File: src/rtl/throw_trajectory.sv
// rtl/throw_trajectory.sv - projectile flight integrator with HIT/MISS classification
// Launches leftward from (X0,Y0) on throw_start, steps once per frame_tick, holds the result.
module throw_trajectory #(
  parameter int X0          = 860,
  parameter int Y0          = 400,
  parameter int GROUND_Y    = 440,
  parameter int VY_BIAS     = 4,
  parameter int GRAVITY     = 1,
  parameter int TGT_X_MIN   = 200,
  parameter int TGT_X_MAX   = 263,
  parameter int TGT_Y_MIN   = 380,
  parameter int TGT_Y_MAX   = 440,
  parameter int HOLD_FRAMES = 30
) (
  input  logic               clk,
  input  logic               rst,
  input  logic               frame_tick,
  input  logic               throw_start,
  input  logic [9:0]         throw_force,
  output logic [10:0]        pos_x,
  output logic signed [11:0] pos_y,
  output logic               in_flight,
  output logic               busy,
  output logic               hit,
  output logic               miss
);
  typedef enum logic [1:0] {S_IDLE, S_FLIGHT, S_HIT, S_MISS} state_t;

  localparam int CW = (HOLD_FRAMES > 1) ? $clog2(HOLD_FRAMES) : 1;

  localparam logic [10:0]        X0_V    = 11'(X0);
  localparam logic signed [11:0] Y0_V    = 12'(Y0);
  localparam logic signed [11:0] GND12   = 12'(GROUND_Y);
  localparam logic signed [12:0] GND13   = 13'(GROUND_Y);
  localparam logic signed [11:0] BIAS_V  = 12'(VY_BIAS);
  localparam logic signed [11:0] GRAV_V  = 12'(GRAVITY);
  localparam logic signed [12:0] TXMIN_V = 13'(TGT_X_MIN);
  localparam logic signed [12:0] TXMAX_V = 13'(TGT_X_MAX);
  localparam logic signed [12:0] TYMIN_V = 13'(TGT_Y_MIN);
  localparam logic signed [12:0] TYMAX_V = 13'(TGT_Y_MAX);
  localparam logic [CW-1:0]      HOLD_LAST = CW'(HOLD_FRAMES - 1);

  state_t                state_q, state_d;
  logic [10:0]           px_q, px_d;
  logic signed [11:0]    py_q, py_d;
  logic [6:0]            vx_q, vx_d;
  logic signed [11:0]    vy_q, vy_d;
  logic [CW-1:0]         cnt_q, cnt_d;
  logic                  in_flight_q, in_flight_d;
  logic                  busy_q, busy_d;
  logic                  hit_q, hit_d;
  logic                  miss_q, miss_d;

  logic signed [12:0]    nx, ny, ny_clip;
  logic                  left_out, in_box;

  // One extra bit keeps the candidate position comparisons free of wraparound.
  always_comb begin
    nx       = $signed({2'b00, px_q}) - $signed({6'b000000, vx_q});
    ny       = $signed({py_q[11], py_q}) + $signed({vy_q[11], vy_q});
    ny_clip  = (ny >= GND13) ? GND13 : ny;
    left_out = (px_q < {4'b0000, vx_q});
    in_box   = (nx >= TXMIN_V) && (nx <= TXMAX_V) &&
               (ny_clip >= TYMIN_V) && (ny_clip <= TYMAX_V);
  end

  always_comb begin
    state_d = state_q;
    px_d    = px_q;
    py_d    = py_q;
    vx_d    = vx_q;
    vy_d    = vy_q;
    cnt_d   = cnt_q;
    hit_d   = 1'b0;
    miss_d  = 1'b0;
    case (state_q)
      S_IDLE: begin
        if (throw_start) begin
          vx_d    = 7'(throw_force >> 3);
          vy_d    = -($signed(12'(throw_force >> 3)) + BIAS_V);
          px_d    = X0_V;
          py_d    = Y0_V;
          state_d = S_FLIGHT;
        end
      end
      S_FLIGHT: begin
        if (frame_tick) begin
          if (left_out) begin
            px_d    = '0;
            py_d    = ny[11:0];
            state_d = S_MISS;
            miss_d  = 1'b1;
            cnt_d   = '0;
          end else if (in_box) begin
            px_d    = nx[10:0];
            py_d    = ny_clip[11:0];
            state_d = S_HIT;
            hit_d   = 1'b1;
            cnt_d   = '0;
          end else if (ny >= GND13) begin
            px_d    = nx[10:0];
            py_d    = GND12;
            state_d = S_MISS;
            miss_d  = 1'b1;
            cnt_d   = '0;
          end else begin
            px_d = nx[10:0];
            py_d = ny[11:0];
            vy_d = vy_q + GRAV_V;
          end
        end
      end
      S_HIT, S_MISS: begin
        if (frame_tick) begin
          if (cnt_q == HOLD_LAST) begin
            state_d = S_IDLE;
            px_d    = X0_V;
            py_d    = Y0_V;
            vx_d    = '0;
            vy_d    = '0;
            cnt_d   = '0;
          end else begin
            cnt_d = cnt_q + CW'(1);
          end
        end
      end
      default: state_d = S_IDLE;
    endcase
    in_flight_d = (state_d == S_FLIGHT);
    busy_d      = (state_d != S_IDLE);
  end

  always_ff @(posedge clk or posedge rst) begin
    if (rst) begin
      state_q     <= S_IDLE;
      px_q        <= X0_V;
      py_q        <= Y0_V;
      vx_q        <= '0;
      vy_q        <= '0;
      cnt_q       <= '0;
      in_flight_q <= 1'b0;
      busy_q      <= 1'b0;
      hit_q       <= 1'b0;
      miss_q      <= 1'b0;
    end else begin
      state_q     <= state_d;
      px_q        <= px_d;
      py_q        <= py_d;
      vx_q        <= vx_d;
      vy_q        <= vy_d;
      cnt_q       <= cnt_d;
      in_flight_q <= in_flight_d;
      busy_q      <= busy_d;
      hit_q       <= hit_d;
      miss_q      <= miss_d;
    end
  end

  assign pos_x     = px_q;
  assign pos_y     = py_q;
  assign in_flight = in_flight_q;
  assign busy      = busy_q;
  assign hit       = hit_q;
  assign miss      = miss_q;
endmodule

File: config.mk
export PLATFORM = sky130hd
export DESIGN_NAME = throw_trajectory
export DESIGN_NICKNAME = d
export VERILOG_FILES = /design/src/rtl/throw_trajectory.sv
export SDC_FILE = /design/constraint.sdc
export NUM_CORES = 1
export LEC_CHECK = 0
export ABC_CLOCK_PERIOD_IN_PS = 5400
export CORE_UTILIZATION = 64
export CTS_BUF_LIST = sky130_fd_sc_hd__clkbuf_4 sky130_fd_sc_hd__clkbuf_8
export DETAILED_ROUTE_END_ITERATION = 10
export PLACE_DENSITY = 0.88
export SLEW_MARGIN = 20
export SYNTH_ARGS = -nofsm -noshare
export SYNTH_HDL_FRONTEND = slang
export SYNTH_SLANG_ARGS = --single-unit
export TNS_END_PERCENT = 10
File: constraint.sdc
create_clock -name clk -period 5.4 [get_ports clk]
set_input_delay 1.08 -clock clk [delete_from_list [all_inputs] [get_ports clk]]
set_output_delay 1.08 -clock clk [all_outputs]
set_load 0.005 [all_outputs]
Yosys cells after proc, flatten, opt, wreduce, memory -nomap -nowiden:

Cells that the tools add are included.

* register bits: 53
* input bits: 14
* logic and storage cells: 98

* add/sub/neg operators: 6
* $lt $le $gt $ge: 6
* equality and inequality tests: 13
* multiplexer cells: 51
* reductions and logical operators: 12

Operators with widths (count)
* two-way mux 12 bit: 14
* case mux 12 bit (3 select lines): 2
* two-way mux 11 bit: 5
* case mux 11 bit (3 select lines): 1
* two-way mux 5 bit: 6
* greater-or-equal comparator 13 x 10 -> 1 bit (second input constant): 2
* two-way mux 7 bit: 3
* two-way mux 2 bit: 7
* inequality test 2 bit (second input constant): 7
* case mux 7 bit (2 select lines): 1
* adder 12 x 12 -> 13 bit: 1
* less-or-equal comparator 13 x 10 -> 1 bit (second input constant): 1
* two-way mux 13 bit: 1
* adder 12 x 2 -> 12 bit (second input constant): 1
* greater-or-equal comparator 12 x 9 -> 1 bit (second input constant): 1
* less-or-equal comparator 12 x 10 -> 1 bit (second input constant): 1
* negation 8 -> 12 bit: 1
* AND reduction 4 bit: 3
* subtractor 11 x 7 -> 12 bit: 1
* less-than comparator 11 x 7 -> 1 bit: 1
* case mux 5 bit (2 select lines): 1
* two-way mux 1 bit: 9
* adder 7 x 3 -> 8 bit (second input constant): 1
* AND reduction 7 bit: 1
* 10 further kinds: 16

Logic depth before layout (Yosys ltp):

* depth in word-level cells: 11
* gate-level depth with buffers: 14
* gate-level depth less buffers: 13

Worst setup path before layout:

Ideal clock, no wire load.

* path type: reg-to-reg
* from: reg px_q[0], in the netlist pos_x[0]
* to: reg vy_q[7]
* arrival: 3.139 ns
* required time: 5.278 ns
* slack: 2.140 ns
* stages on the path, launching flop included: 15
* path buffers: 1
* clock period less this slack: 3.260 ns
* path through: dfrtp_1 -> inv_1 -> ha_1 -> inv_1 -> fa_1 -> a211oi_1 -> nor2_1 -> o311ai_2 -> or3b_1 -> mux2i_1 -> a32o_2 -> a211oi_4 -> o21a_1 -> buf_6 -> a32o_1

* longest elaborated chain between the ends: 7
* elaborated cells on any way between the ends: 10
* classes of those cells: add/sub (1); order compare (3); eq/ne (2); reduce/logical (4)

RTL lines
* start: declaration: line 44 `logic [10:0] px_q, px_d;`
* start signal: assignment: line 147 `px_q <= px_d;`
* subtractor 11 x 7 -> 12 bit: line 59 `nx = $signed({2'b00, px_q}) - $signed({6'b000000, vx_q});`
* greater-or-equal comparator 12 x 9 -> 1 bit or less-or-equal comparator 12 x 10 -> 1 bit (tied branches): line 63 `in_box = (nx >= TXMIN_V) && (nx <= TXMAX_V) &&`
* logical AND 1 bit (2 in series): line 63
* logical AND 1 bit: line 64 `(ny_clip >= TYMIN_V) && (ny_clip <= TYMAX_V);`
* inequality test 2 bit (no source line)
* AND reduction 7 bit (no source line) (*)
* end signal: assignment: line 150 `vy_q <= vy_d;`
* end: declaration: line 47 `logic signed [11:0] vy_q, vy_d;`

Mark *: on every way between the ends. The rest lies on a longest branch, timed or not.
A chain may end at the register's enable or synchronous reset.

Worst setup path in the final report:

* from: reg px_q[0], in the netlist pos_x[0]
* to: reg vy_q[2]

The elaborated chain is that of the path after synthesis.

==> results.py <==
metrics = {
    "drt": {
        "drt_wl_total_um": 9879,
        "drc_errors": 0,
        "wl_per_cell_um": 17.45,
        "ant_nets": 0,
        "firstDrtPassIters": 5,
        "num_vias": 3677,
        "routed_via_density": 6.496,
        "drtIter0Drc": 258,
    },
    "grt": {
        "grt_pass1_vias": 3400,
        "grt_max_degree": 37,
        "grt-ovfl-total": 0,
        "antenna_found_initial": 0,
        "grt_use_total": 0.3178,
        "grt_pass1_wl_um": 15980,
    },
    "floorplanning": {
        "boundaryPins": 41,
        "core_area_mm2": 0.005956,
        "die_h_um": 81.01,
        "dieWidth_um": 81.01,
        "start_util": 0.6708,
        "dieArea_mm2": 0.006563,
        "num_rows": 28,
    },
    "clock_network": {
        "cts_resized": 0,
        "cts_max_level": 2,
        "cts_tree": "yes",
        "cts_hold_buf": 0,
        "cts.root.buffer_cell": "clkbuf_8",
        "cts.sinks": 53,
        "clockBufferDepth": 2,
        "cts_buffers": 5,
        "post-cts-setup-buffers": 0,
        "path_clk_slew_ps": 100,
        "worst_skew_pair.late_latency_ps": 320,
    },
    "power": {
        "power_leakage_nw": 1.914,
        "total_power_mw": 2.944,
        "p_per_area_mw_per_mm2": 654.6,
        "max-vdd-ir-drop_v": 0.0004126,
    },
    "setup_path": {
        "regToRegEndpoint": "vy_q[2]$_DFFE_PP0P_",
        "cp-start-kind": "register",
        "crit_chain": "inv_1, ha_1, inv_1, fa_1, a211oi_1, nor2_1, o311ai_2, nand3b_1, mux2i_1, a32o_2, a211oi_4, o21a_1, a32o_1",
        "r2r_slack_ps": 1380,
        "cpLargestDelayFamily": "compound AO/OA/AOI/OAI gates",
        "ff2ff_path_depth": 13,
        "end_kind": "register",
        "path_buf_inv": 2,
        "critPathRequiredTime_ps": 5650,
        "cp_slowest_cell": "a211oi_4",
        "regToRegStartpoint": "pos_x[0]$_DFFE_PP0P_",
        "crit_top_cell": "inv_1",
        "path_max_fanout": 15,
        "critical_path_depth": 13,
        "arrival_ps": 4270,
        "cp-startpoint": "pos_x[0]$_DFFE_PP0P_",
        "crit_type": "reg -> reg",
        "crit_path_max_incr_delay_ps": 600,
        "endpoint": "vy_q[2]$_DFFE_PP0P_",
    },
    "logic_synthesis": {
        "yosysTopAreaCellShare": 0.2756,
        "syn_area_per_cell_um2": 8.592,
        "synthesis.nets": 504,
        "synth_edf_count": 0,
        "synthTopCellsByArea": "dfrtp_1 28%, ha_1 7.2%, dfstp_2 5.9%",
        "synth_flop_cell": "dfrtp_1",
        "yosysSeqAreaShare": 0.3348,
        "yosysWarnings": 0,
        "ys_types": 67,
        "async_reset_ff_frac": 1.000,
        "netlist_area_mm2": 0.003995,
        "synth_largest_area_cell": "dfrtp_1",
        "synth_seq_cells": 53,
        "synthCells": 465,
    },
    "sta": {
        "finalHoldViolCount": 0,
        "relSlewSlack": 0.2484,
        "slew_viol_final": 0,
        "setup-violations-final": 0,
        "finalCritPeriodShare": 0.7453,
        "period_minus_slack_ps": 4025,
        "worst_pin_slew_ps": 1123,
        "rsz0062_at_grt": "no",
        "skew_ps": 11.45,
        "holdWs_ps": 517.9,
        "fin_setup_tns_ps": 0,
        "timing.fmax_mhz": 248.5,
    },
    "placement": {
        "dp_cells": 558,
        "io_buffers": 37,
        "place_area_mm2": 0.004382,
        "dp_hpwl_um": 7114,
        "place.gp.congestion": 0.8823,
    },
    "min_path": {
        "hp-start": "vx_q[2]$_DFFE_PP0P_",
        "hp-class": "reg -> reg",
    },
    "layout": {
        "mostFrequentLayoutCell": "dfrtp_1",
        "final_cell_area_mm2": 0.004497,
        "insertedDiodeCount": 0,
        "area_growth_pct": 12.56,
        "nNetsFinal": 529,
        "final_cell_mix": "44 x dfrtp_1, 43 x nor2_1, 41 x nand2_1",
        "drive_gt1_frac": 0.07128,
        "final_cells": 566,
    },
    "job": {
        "cap_violations": 0,
    },
    "outcome": {
        "status": "finished clean",
    },
}
[state kept, by name, indices dropped and copies added, names as in the netlist]
signal,count
state_q,2
hit,1
vy_q,12
vx_q,7
pos_x,11
busy,1
miss,1
pos_y,12
in_flight,1
cnt_q,5
[logic make-up after synthesis]
group,after synthesis,share of synthesized area
XOR/XNOR,19,0.04165
AND/OR/NAND/NOR,156,0.1920
flip-flops,53,0.3348
buffers and inverters,57,0.05887
adder cells (fa/ha/maj),25,0.08206
multiplexers,8,0.02036
AO/OA/AOI/OAI,147,0.2703
[synth_stat cells, types with 8 or more instances]
master	count
dfrtp_1	44
nor2_1	43
nand2_1	41
inv_1	34
o21ai_0	29
ha_1	23
a21oi_1	18
clkbuf_1	15
nand3_1	15
o211ai_1	13
a22o_1	11
nand2b_1	11
xnor2_1	11
dfstp_2	9
nor3_1	8
o31ai_1	8
xor2_1	8
[worst min path at each step]
| stage | end | depth (start not counted) |
|---|---|---|
| after global routing | vx_q[0]$_DFFE_PP0P_ | 1 |
| after floorplan | vx_q[1]$_DFFE_PP0P_ | 1 |
| final | vx_q[2]$_DFFE_PP0P_ | 1 |
| after CTS | vx_q[2]$_DFFE_PP0P_ | 1 |
| after global placement | vx_q[1]$_DFFE_PP0P_ | 1 |
| after detailed placement | vx_q[2]$_DFFE_PP0P_ | 1 |
[stage by stage]
step                  util  setup slack, ps
floorplan                -             2140
global placement    0.7357             1577
detailed placement  0.7357             1497
CTS                 0.7550             1437
global route        0.7550             1113
finish              0.7550             1375
[power by group]
group	internal [mW]	leakage, nW	switching [mW]
registers	0.567	0.657	0.173
clock network	0.139	0.0543	0.141
logic	0.809	1.20	1.12
[cell type report]
type	instances	area, um2
multi-input cells	355	2422
fillers	461	1459
flip-flops and latches	53	1338
repair buffers	41	400.4
inverters	34	127.6
well taps	75	93.84
clock buffers	5	68.82
clock inverters	3	46.29
[per-layer routing]
metal / GRT usage / vias up / wire length (um)
li1: - / 1756 / -
met1: 0.4240 / 1759 / 4433
met2: 0.5252 / 140 / 4754
met3: 0.05169 / 22 / 527
met4: 0.1036 / 0 / 163
met5: 0 / - / 0
(Power assumes the default switching activity.)
